===== config.mk =====
export PLATFORM = sky130hd
export DESIGN_NAME = fetch_stage
export DESIGN_NICKNAME = d
export VERILOG_FILES = /design/src/rtl/fetch_stage.sv
export SDC_FILE = /design/constraint.sdc
export NUM_CORES = 1
export LEC_CHECK = 0
export ABC_CLOCK_PERIOD_IN_PS = 2300
export BUFFER_PORTS_ARGS = -buffer_cell sky130_fd_sc_hd__buf_2
export CAP_MARGIN = 40
export CORE_MARGIN = 4
export CORE_UTILIZATION = 52
export CTS_CLUSTER_DIAMETER = 200
export DETAILED_ROUTE_END_ITERATION = 12
export GPL_TIMING_DRIVEN = 0
export HOLD_SLACK_MARGIN = 0.1
export PLACE_DENSITY = 0.8
export SKIP_CTS_REPAIR_TIMING = 1
export SLEW_MARGIN = 20
export SYNTH_ARGS = -nofsm -noshare
export SYNTH_HDL_FRONTEND = slang
export SYNTH_SLANG_ARGS = --single-unit

===== constraint.sdc =====
create_clock -name i_clk -period 2.3 [get_ports i_clk]
set_clock_uncertainty 0.2 [all_clocks]
set_input_delay 0.345 -clock i_clk [delete_from_list [all_inputs] [get_ports i_clk]]
set_output_delay 0.345 -clock i_clk [all_outputs]
set_load 0.05 [all_outputs]

===== src/rtl/fetch_stage.sv =====
`default_nettype none
// ============================================================================
// Module   : fetch_stage
// Purpose  : RV32I fetch. Owns the fetch PC and keeps one imem read in flight.
//            Responses land in IF/ID or a one-entry buffer. Stall, flush and
//            EX redirect are honoured. Define FETCH_PERF_EN for the
//            o_fetch_cnt/o_drop_cnt counters.
// Revision : 1.0  initial release
// ============================================================================
module fetch_stage #(
  parameter int unsigned           DATA_WIDTH = 32,
  parameter logic [DATA_WIDTH-1:0] RESET_PC   = '0
) (
  input  logic                  i_clk,
  input  logic                  i_rst_n,
  input  logic                  i_stall_d,
  input  logic                  i_flush_d,
  input  logic                  i_pcsrc_e,
  input  logic [DATA_WIDTH-1:0] i_pc_target_e,
  output logic                  o_imem_req,
  output logic [DATA_WIDTH-1:0] o_imem_addr,
  input  logic                  i_imem_ready,
  input  logic                  i_imem_rvalid,
  input  logic [DATA_WIDTH-1:0] i_imem_rdata,
  output logic [DATA_WIDTH-1:0] o_instr_d,
  output logic [DATA_WIDTH-1:0] o_pc_d,
  output logic [DATA_WIDTH-1:0] o_pc4_d,
`ifdef FETCH_PERF_EN
  output logic [31:0]           o_fetch_cnt,
  output logic [15:0]           o_drop_cnt,
`endif
  output logic                  o_valid_d
);

  localparam logic [DATA_WIDTH-1:0] C_NOP  = DATA_WIDTH'(32'h0000_0013);
  localparam logic [DATA_WIDTH-1:0] C_FOUR = DATA_WIDTH'(4);

  typedef enum logic [1:0] {
    S_IDLE = 2'd0,
    S_REQ  = 2'd1,
    S_WAIT = 2'd2,
    S_FULL = 2'd3
  } state_t;

  state_t                state_q, state_d;
  logic [DATA_WIDTH-1:0] pc_q, pc_d;
  logic                  drop_q, drop_d;
  logic [DATA_WIDTH-1:0] buf_q, buf_d;
  logic [DATA_WIDTH-1:0] instr_q, instr_d;
  logic [DATA_WIDTH-1:0] pcd_q, pcd_d;
  logic [DATA_WIDTH-1:0] pc4d_q, pc4d_d;
  logic                  valid_q, valid_d;

  logic                  load;
  logic [DATA_WIDTH-1:0] load_data;
  logic [DATA_WIDTH-1:0] pc_plus4;

  assign pc_plus4 = pc_q + C_FOUR;

  always_ff @(posedge i_clk or negedge i_rst_n) begin
    if (!i_rst_n) begin
      state_q <= S_IDLE;
      pc_q    <= RESET_PC;
      drop_q  <= 1'b0;
      buf_q   <= '0;
      instr_q <= C_NOP;
      pcd_q   <= '0;
      pc4d_q  <= '0;
      valid_q <= 1'b0;
    end else begin
      state_q <= state_d;
      pc_q    <= pc_d;
      drop_q  <= drop_d;
      buf_q   <= buf_d;
      instr_q <= instr_d;
      pcd_q   <= pcd_d;
      pc4d_q  <= pc4d_d;
      valid_q <= valid_d;
    end
  end

  always_comb begin
    state_d   = state_q;
    pc_d      = pc_q;
    drop_d    = drop_q;
    buf_d     = buf_q;
    instr_d   = instr_q;
    pcd_d     = pcd_q;
    pc4d_d    = pc4d_q;
    valid_d   = valid_q;
    load      = 1'b0;
    load_data = buf_q;

    case (state_q)
      S_IDLE: state_d = S_REQ;
      S_REQ: begin
        if (i_imem_ready) begin
          state_d = S_WAIT;
          // The request just accepted fetches the old path
          if (i_pcsrc_e) drop_d = 1'b1;
        end
      end
      S_WAIT: begin
        if (i_imem_rvalid) begin
          if (drop_q || i_pcsrc_e) begin
            drop_d  = 1'b0;
            state_d = S_REQ;
          end else if (!i_stall_d && !i_flush_d) begin
            load      = 1'b1;
            load_data = i_imem_rdata;
            state_d   = S_REQ;
          end else begin
            buf_d   = i_imem_rdata;
            state_d = S_FULL;
          end
        end else if (i_pcsrc_e) begin
          drop_d = 1'b1;
        end
      end
      S_FULL: begin
        if (i_pcsrc_e) begin
          state_d = S_REQ;
        end else if (!i_stall_d && !i_flush_d) begin
          // A flush blanks IF/ID but the buffered word stays for later
          load    = 1'b1;
          state_d = S_REQ;
        end
      end
      default: state_d = S_IDLE;
    endcase

    if (i_pcsrc_e) begin
      pc_d = i_pc_target_e;
    end else if (load) begin
      pc_d = pc_plus4;
    end

    if (i_flush_d) begin
      instr_d = C_NOP;
      pcd_d   = '0;
      pc4d_d  = '0;
      valid_d = 1'b0;
    end else if (!i_stall_d && load) begin
      instr_d = load_data;
      pcd_d   = pc_q;
      pc4d_d  = pc_plus4;
      valid_d = 1'b1;
    end
  end

  assign o_imem_req  = (state_q == S_REQ);
  assign o_imem_addr = pc_q;
  assign o_instr_d   = instr_q;
  assign o_pc_d      = pcd_q;
  assign o_pc4_d     = pc4d_q;
  assign o_valid_d   = valid_q;

`ifdef FETCH_PERF_EN
  logic [31:0] fetch_cnt_q, fetch_cnt_d;
  logic [15:0] drop_cnt_q, drop_cnt_d;
  logic        drop_evt;

  // Wrong-path responses and buffered words killed by a redirect both count
  assign drop_evt = ((state_q == S_WAIT) && i_imem_rvalid && (drop_q || i_pcsrc_e)) ||
                    ((state_q == S_FULL) && i_pcsrc_e);

  always_comb begin
    fetch_cnt_d = fetch_cnt_q + {31'd0, load};
    drop_cnt_d  = drop_cnt_q + {15'd0, drop_evt};
  end

  always_ff @(posedge i_clk or negedge i_rst_n) begin
    if (!i_rst_n) begin
      fetch_cnt_q <= '0;
      drop_cnt_q  <= '0;
    end else begin
      fetch_cnt_q <= fetch_cnt_d;
      drop_cnt_q  <= drop_cnt_d;
    end
  end

  assign o_fetch_cnt = fetch_cnt_q;
  assign o_drop_cnt  = drop_cnt_q;
`endif

endmodule
`default_nettype wire


==> results by group, run 1 <==
Status
  – Status: finished clean

Timing
  – Final worst path period share: 99.51%
  – Slew headroom: 53.40%
  – Final setup vio count: 0
  – Slew of the pin with the lowest slew margin: 0.6990 ns
  – Max Freq: around 440 MHz
  – RSZ-0062 raised after global routing: yes
  – Pins over their slew limit: 0
  – Final hold violation count: 0
  – Tmin final: 2.289 ns
  – Setup TNS: 0 ns

Clock network
  – Num Clock Sinks: 162
  – CTS H-tree lvls: 4
  – Clk root buf: clkbuf_16
  – CTS buffer count: 17
  – CTS tree: yes
  – CTS Buffer Depth: 2
  – CTS clk-pin slew, worst paths: 0.06 ns
  – Worst-Skew Late Latency: ~0.42 ns

Synthesis
  – Synthesized instance count: 612
  – Synthesized Nets: 687
  – Main area contributors after synthesis: dfrtp_1 (56%), mux2_2 (5.4%), a222oi_1 (4.1%), o21ai_0 (4.1%), a22o_1 (4.1%)
  – Synth warn: 0
  – Sequential area share after synthesis: 57.17%
  – Post-synth EDFFs: 0
  – Count leader, synth: dfrtp_1
  – Mapped Avg Cell Area: 11.60 sq um
  – Synth Flop Type: dfrtp_1
  – Largest area contributor in the netlist: dfrtp_1
  – Netlist cell types: 48
  – Yosys top cell area share: 56.05%
  – Synthesized area: between 0.007 and 0.008 sq mm
  – Synth top cells by count: dfrtp_1 (159), o21ai_0 (58), nand2_1 (38)
  – FFs w/ async S/R, synth: 100.0%
  – FF+latch count, synth: 162

Global routing
  – GRT overflow: 0
  – Largest net degree at the start of global routing: between 100 and 150
  – Vias in the first global route: 6153
  – First-pass GRT wire length: 31960 um
  – GRT Total Usage: around a quarter
  – Initial antenna violation count: 0

Routing
  – TritonRoute pass-1 iters: 7
  – Wire per inst: 20.35 um
  – WL final: 22200 um
  – Starting DRT DRC Count: between 800 and 900
  – Vias: between 6000 and 7000
  – Residual DRC: 0
  – DR vias/cell: between 5 and 6
  – Post-DRT Antenna Nets: 0

Power
  – Fraction of power consumed by sequential logic: 42.7%
  – Clock share of power: 37.2%
  – P_leak: around 5.1 nW
  – Comb pwr share: 20.1%
  – Cell Int Power: 5.635 mW
  – Pwr dens: just over 800 mW/mm^2
  – Max VDD drop: approximately 0.60 mV
  – Psw: 2.396 mW
  – Switch share: 29.84%

Die
  – Die Width: 124.8 um
  – Core footprint: 0.01330 sq mm
  – Die area: roughly 0.016 sq mm
  – Rows: 42
  – Starting Density: 53.39%
  – Ports: 201
  – Die Y: approximately 120 um

Worst setup path
  – Critical path required time: 2.39 ns
  – CP cell instances: ha_2 -> or4b_4 -> o21ai_4 -> nor2_4 -> buf_8 -> buf_2 -> a222oi_1 -> inv_1
  – CP Launch Type: flop
  – Slowest stage delay, CP: 0.49 ns
  – WS Path Type: reg2reg
  – Worst-path maximum fanout: 6
  – Data arrival time of the worst path: approximately 2.4 ns
  – Delay-heaviest family, CP: simple AND/OR/NAND/NOR gates
  – CP Buf/Inv Count: 3
  – FF-to-FF Start: state_q[1]
  – CP max stage cell: or4b_4
  – Setup crit end kind: flop
  – Critical path origin: state_q[1]

Place
  – IO Port Bufs: 200
  – Post-DP HPWL: 14270 um
  – Gpl congestion: roughly 0.86
  – Placed insts: 989

Hold path
  – HP Class: in2reg
  – Hold path start: i_flush_d

Cells and area
  – Area Growth Syn to Fin: 39.13%
  – Finished Layout Cells: between 1000 and 1500
  – Layout cells sized above 1: 36.50%
  – Final net count: 978
  – Antenna cells: 0

Run
  – Max_cap viols: 0
-- tightest hold or removal path: cells and delay by family --
| family | cells | cell delay, ns |
|---|---|---|
| AO/OA/AOI/OAI | 1 | 0.06 |
| AND/OR/NAND/NOR | 1 | 0.15 |
| buffers and inverters | 1 | 0.21 |
-- registers in the layout, summed over array words and instances (netlist names) --
register,cells
o_instr_d,32
o_pc_d,32
drop_q,1
o_imem_addr,32
o_pc4_d,30
state_q,2
buf_q,32
o_valid_d,1
-- per-layer routing --
layer	vias up	wire length (um)	GRT usage [%]
li1	2842	-	-
met1	3165	8303	31.91
met2	367	11250	41.57
met3	60	2055	8.576
met4	0	592	8.610
met5	-	0	0
-- worst paths after layout --
path	end	slack, ns	depth (start not counted)
setup / recovery	o_instr_d[16]	0.01	8
hold / removal	o_pc4_d[31]	0.19	3
setup reg to reg	o_instr_d[16]	0.01	8
hold reg to reg	o_instr_d[13]	0.29	2
max in group asynchronous	o_pc_d[29]	0.80	3
min in group asynchronous	o_pc_d[10]	0.23	2
-- placed cells by master, fill, tap and decap left out, types with 4 or more instances in the layout --
master | netlist | final
nand3b_1 | 18 | 18
nand4_1 | 13 | 13
a221o_1 | 7 | 7
nor3_1 | 9 | 8
buf_2 | 17 | 213
a22o_1 | 33 | 33
bufinv_16 | 0 | 4
o21ai_1 | 3 | 6
xor2_1 | 23 | 23
nand2_1 | 38 | 38
a22oi_1 | 11 | 10
a21oi_1 | 6 | 6
dfrtp_1 | 159 | 154
inv_1 | 35 | 35
clkbuf_16 | 0 | 18
dfrtp_2 | 0 | 5
buf_4 | 3 | 14
clkbuf_1 | 25 | 12
clkinv_2 | 0 | 4
buf_6 | 5 | 5
dlygate4sd3_1 | 0 | 67
mux2_2 | 34 | 34
o21ai_0 | 58 | 55
xnor2_1 | 9 | 9
a222oi_1 | 29 | 29
nor2_1 | 15 | 14
nand3_1 | 10 | 8
-- metrics by stage --
stage	setup WS (ns)	hold WS (ns)	utilization, %	instance area, sq um	total power [mW]
2_1_floorplan	0.009001	-0.1506	-	7103	4.420
3_3_place_gp	-1.822	0.2622	62.61	8324	4.834
3_5_place_dp	-0.1848	0.09137	62.89	8362	4.919
4_1_cts	-0.3141	-0.3566	67.61	8989	7.884
5_1_grt	-0.1091	0.1968	74.28	9876	8.345
6_report	0.01122	0.1870	74.28	9876	8.031
-- final cells by class --
cell class | count | area (sq um)
Sequential cell | 162 | 4064
Fill cell | 915 | 3420
Multi-Input combinational cell | 365 | 2756
Timing Repair Buffer | 278 | 1799
Clock buffer | 21 | 470.5
Buffer | 44 | 277.8
Tap cell | 176 | 220.2
Clock inverter | 10 | 156.4
Inverter | 35 | 131.4
-- power by group through the flow --
| stage | sequential (mW) | clock (mW) | combinational [mW] |
|---|---|---|---|
| final | 3.43 | 2.99 | 1.61 |
| after global routing | 3.46 | 3.15 | 1.73 |
| after CTS | 3.39 | 3.01 | 1.48 |
| after detailed placement | 3.44 | 0 | 1.48 |
| after global placement | 3.41 | 0 | 1.42 |
| after floorplan | 3.82 | 0 | 0.598 |
-- kinds of logic (layout without fill, tap and decap cells) --
kind of cell	after synthesis	after routing	share of synthesized area [%]
buffers and inverters	86	388	5.553
muxes	35	35	5.535
adders and majority gates	4	4	0.7051
AOI/OAI and AO/OA	163	164	16.80
and+or+nand+nor	130	130	10.29
DFF	162	162	57.17
xor gates and xnor gates	32	32	3.949
No activity file was read; power rests on OpenSTA's default activity.
==> run 2, diff against run 1 <==
--- a/config.mk
+++ b/config.mk
@@ -5,7 +5,6 @@
 export SDC_FILE = /design/constraint.sdc
 export NUM_CORES = 1
 export LEC_CHECK = 0
-export ABC_CLOCK_PERIOD_IN_PS = 2300
 export BUFFER_PORTS_ARGS = -buffer_cell sky130_fd_sc_hd__buf_2
 export CAP_MARGIN = 40
 export CORE_MARGIN = 4
@@ -14,7 +13,7 @@
 export DETAILED_ROUTE_END_ITERATION = 12
 export GPL_TIMING_DRIVEN = 0
 export HOLD_SLACK_MARGIN = 0.1
-export PLACE_DENSITY = 0.8
+export PLACE_DENSITY = 0.92
 export SKIP_CTS_REPAIR_TIMING = 1
 export SLEW_MARGIN = 20
 export SYNTH_ARGS = -nofsm -noshare
==> results by group, run 2 (synthesized netlist as in run 1, its figures left out) <==
Clock network
  – Num Clock Sinks: 162 (unchanged)
  – Worst-Skew Late Latency: 0.43 ns (was 0.42 ns)
  – CTS tree: yes (unchanged)
  – CTS H-tree lvls: 4 (unchanged)
  – CTS buffer count: 17 (unchanged)
  – CTS Buffer Depth: 2 (unchanged)
  – CTS clk-pin slew, worst paths: 0.06 ns (about the same)
  – Clk root buf: clkbuf_16 (unchanged)

Cells and area
  – Area Growth Syn to Fin: 38.45% (was 39.13%)
  – Fin util: 73.91% (was 74.28%)
  – Finished Layout Cells: 1093 (was 1091)
  – Fillers: 859 (was 915)
  – Commonest non-fill, non-tap cell in the layout: buf_2 (unchanged)
  – Final net count: 979 (was 978)
  – Antenna cells: 0 (unchanged)
  – Reg area: 0.004063 sq mm (was 0.004064 sq mm)
  – Multi-input combinational cell area: 0.002744 sq mm (was 0.002756 sq mm)
  – Layout cells sized above 1: 36.64% (was 36.50%)
  – Final instance area: 0.009827 sq mm (was 0.009876 sq mm)
  – Most frequent cells in the layout: buf_2 (217), dfrtp_1 (155), dlygate4sd3_1 (67), o21ai_0 (58), nand2_1 (38) (was buf_2 (213), dfrtp_1 (154), dlygate4sd3_1 (67), o21ai_0 (55), nand2_1 (38))

Timing
  – RSZ-0062 raised after global routing: yes (unchanged)
  – Slew headroom: 57.45% (was 53.40%)
  – Max Freq: 421.2 MHz (was 436.9 MHz)
  – Final hold violation count: 0 (unchanged)
  – Final worst path period share: 103.2% (was 99.51%)
  – Tmin final: 2.374 ns (was 2.289 ns)
  – Final setup vio count: 8 (was 0)
  – Slew of the pin with the lowest slew margin: 0.6383 ns (was 0.6990 ns)
  – Final setup margin: -0.07419 ns (was 0.01122 ns)
  – Pins over their slew limit: 0 (unchanged)
  – Setup TNS: -0.2694 ns (was 0 ns)

Place
  – Post-DP HPWL: 14410 um (was 14270 um)
  – IO Port Bufs: 200 (unchanged)
  – Placed insts: 989 (unchanged)
  – Post-Place Cell Area: 0.008362 sq mm (unchanged)
  – Gpl congestion: 0.8300 (was 0.8607)

Power
  – Pwr Total: 7.918 mW (was 8.031 mW)
  – Pwr dens: 805.7 mW/mm^2 (was 813.2 mW/mm^2)
  – P_leak: 5.079 nW (was 5.097 nW)
  – Max VDD drop: 0.7049 mV (was 0.6002 mV)

Global routing
  – First-pass GRT wire length: 32050 um (was 31960 um)
  – Most used routing layer: met2 (unchanged)
  – GRT Total Usage: 25.81% (was 25.44%)
  – Grt met1 use: 31.89% (was 31.91%)
  – Largest net degree at the start of global routing: 97 (was 109)
  – GRT met2 Usage: 42.30% (was 41.57%)
  – Vias in the first global route: 5959 (was 6153)
  – GRT overflow: 0 (unchanged)
  – GR Util met3: 8.877% (was 8.576%)
  – Initial antenna violation count: 1 (was 0)

Worst setup path
  – CP Launch Type: flop (unchanged)
  – Setup crit end kind: flop (unchanged)
  – Critical path required time: 2.38 ns (was 2.39 ns)
  – R2R depth: 8 (unchanged)
  – Worst-path maximum fanout: 10 (was 6)
  – WS Path Type: reg2reg (unchanged)
  – Data arrival time of the worst path: 2.45 ns (was 2.38 ns)

Hold path
  – HP Class: in2reg (unchanged)
  – Hold path depth: 3 (unchanged)

Die
  – Core footprint: 0.01330 sq mm (unchanged)
  – Ports: 201 (unchanged)
  – Die Y: 124.8 um (unchanged)
  – Die Width: 124.8 um (unchanged)
  – Starting Density: 53.39% (unchanged)
  – Die area: 0.01558 sq mm (unchanged)
  – Rows: 42 (unchanged)

Run
  – Max_cap viols: 0 (unchanged)

Status
  – Failing checks: negative setup slack
  – Status: finished, violations left (was finished clean)

Routing
  – Vias: 6499 (was 6434)
  – Wire per inst: 20.34 um (was 20.35 um)
  – Residual DRC: 0 (unchanged)
  – Starting DRT DRC Count: 796 (was 829)
  – Post-DRT Antenna Nets: 0 (unchanged)
  – TritonRoute pass-1 iters: 10 (was 7)
  – DR vias/cell: 5.946 (was 5.897)
  – WL final: 22230 um (was 22200 um)
-- run 2: changes by cell type in the layout (fill, tap and decap cells not counted), sizes merged --
cell,delta
bufinv,-1
clkbuf,-1
buf,+1
inv,+1
clkinv,+1
o21ai,-1
clkinvlp,+2
-- run 2: path summary, 6_finish.rpt --
kind / slack, ns / to / from
setup / recovery: -0.07 / o_imem_addr[27] / state_q[1]
hold / removal: 0.20 / o_pc4_d[31] / i_flush_d
setup reg to reg: -0.07 / o_imem_addr[27] / state_q[1]
hold reg to reg: 0.28 / o_instr_d[9] / buf_q[9]
max in group asynchronous: 0.81 / o_instr_d[0] / i_rst_n
min in group asynchronous: 0.24 / o_pc_d[18] / i_rst_n
-- run 2: power by group --
group          internal (mW)  switching [mW]
clock                   1.73            1.16
combinational          0.571            1.03
sequential              3.16           0.267
-- run 2: per-stage QoR --
step,setup slack [ns],hold slack [ns]
2_1_floorplan,0.009001,-0.1506
5_1_grt,-0.1772,0.2452
4_1_cts,-0.2542,-0.3354
3_3_place_gp,-1.971,0.2576
3_5_place_dp,-0.2478,0.1270
6_report,-0.07419,0.2049
-- run 2: critical path, stage by stage (launching register included) --
cell	delay, ns
dfrtp_1	0.40
ha_2	0.19
or4b_4	0.48
o21ai_4	0.10
buf_6	0.19
nor2_2	0.11
buf_2	0.21
a22oi_1	0.19
o21ai_0	0.15
-- run 2: layout make-up --
| cell class | count | share of cell area [%] |
|---|---|---|
| Sequential cell | 162 | 41.34 |
| Buffer | 46 | 2.750 |
| Inverter | 35 | 1.337 |
| Clock buffer | 19 | 4.507 |
| Clock inverter | 13 | 1.617 |
| Multi-Input combinational cell | 364 | 27.92 |
| Timing Repair Buffer | 278 | 18.28 |
| Tap cell | 176 | 2.241 |
-- run 2: per-layer routing --
layer	part of all wire (%)	up-vias
li1	-	2842
met5	0.058	-
met1	37	3217
met2	50	378
met3	8.9	60
met4	3.4	2
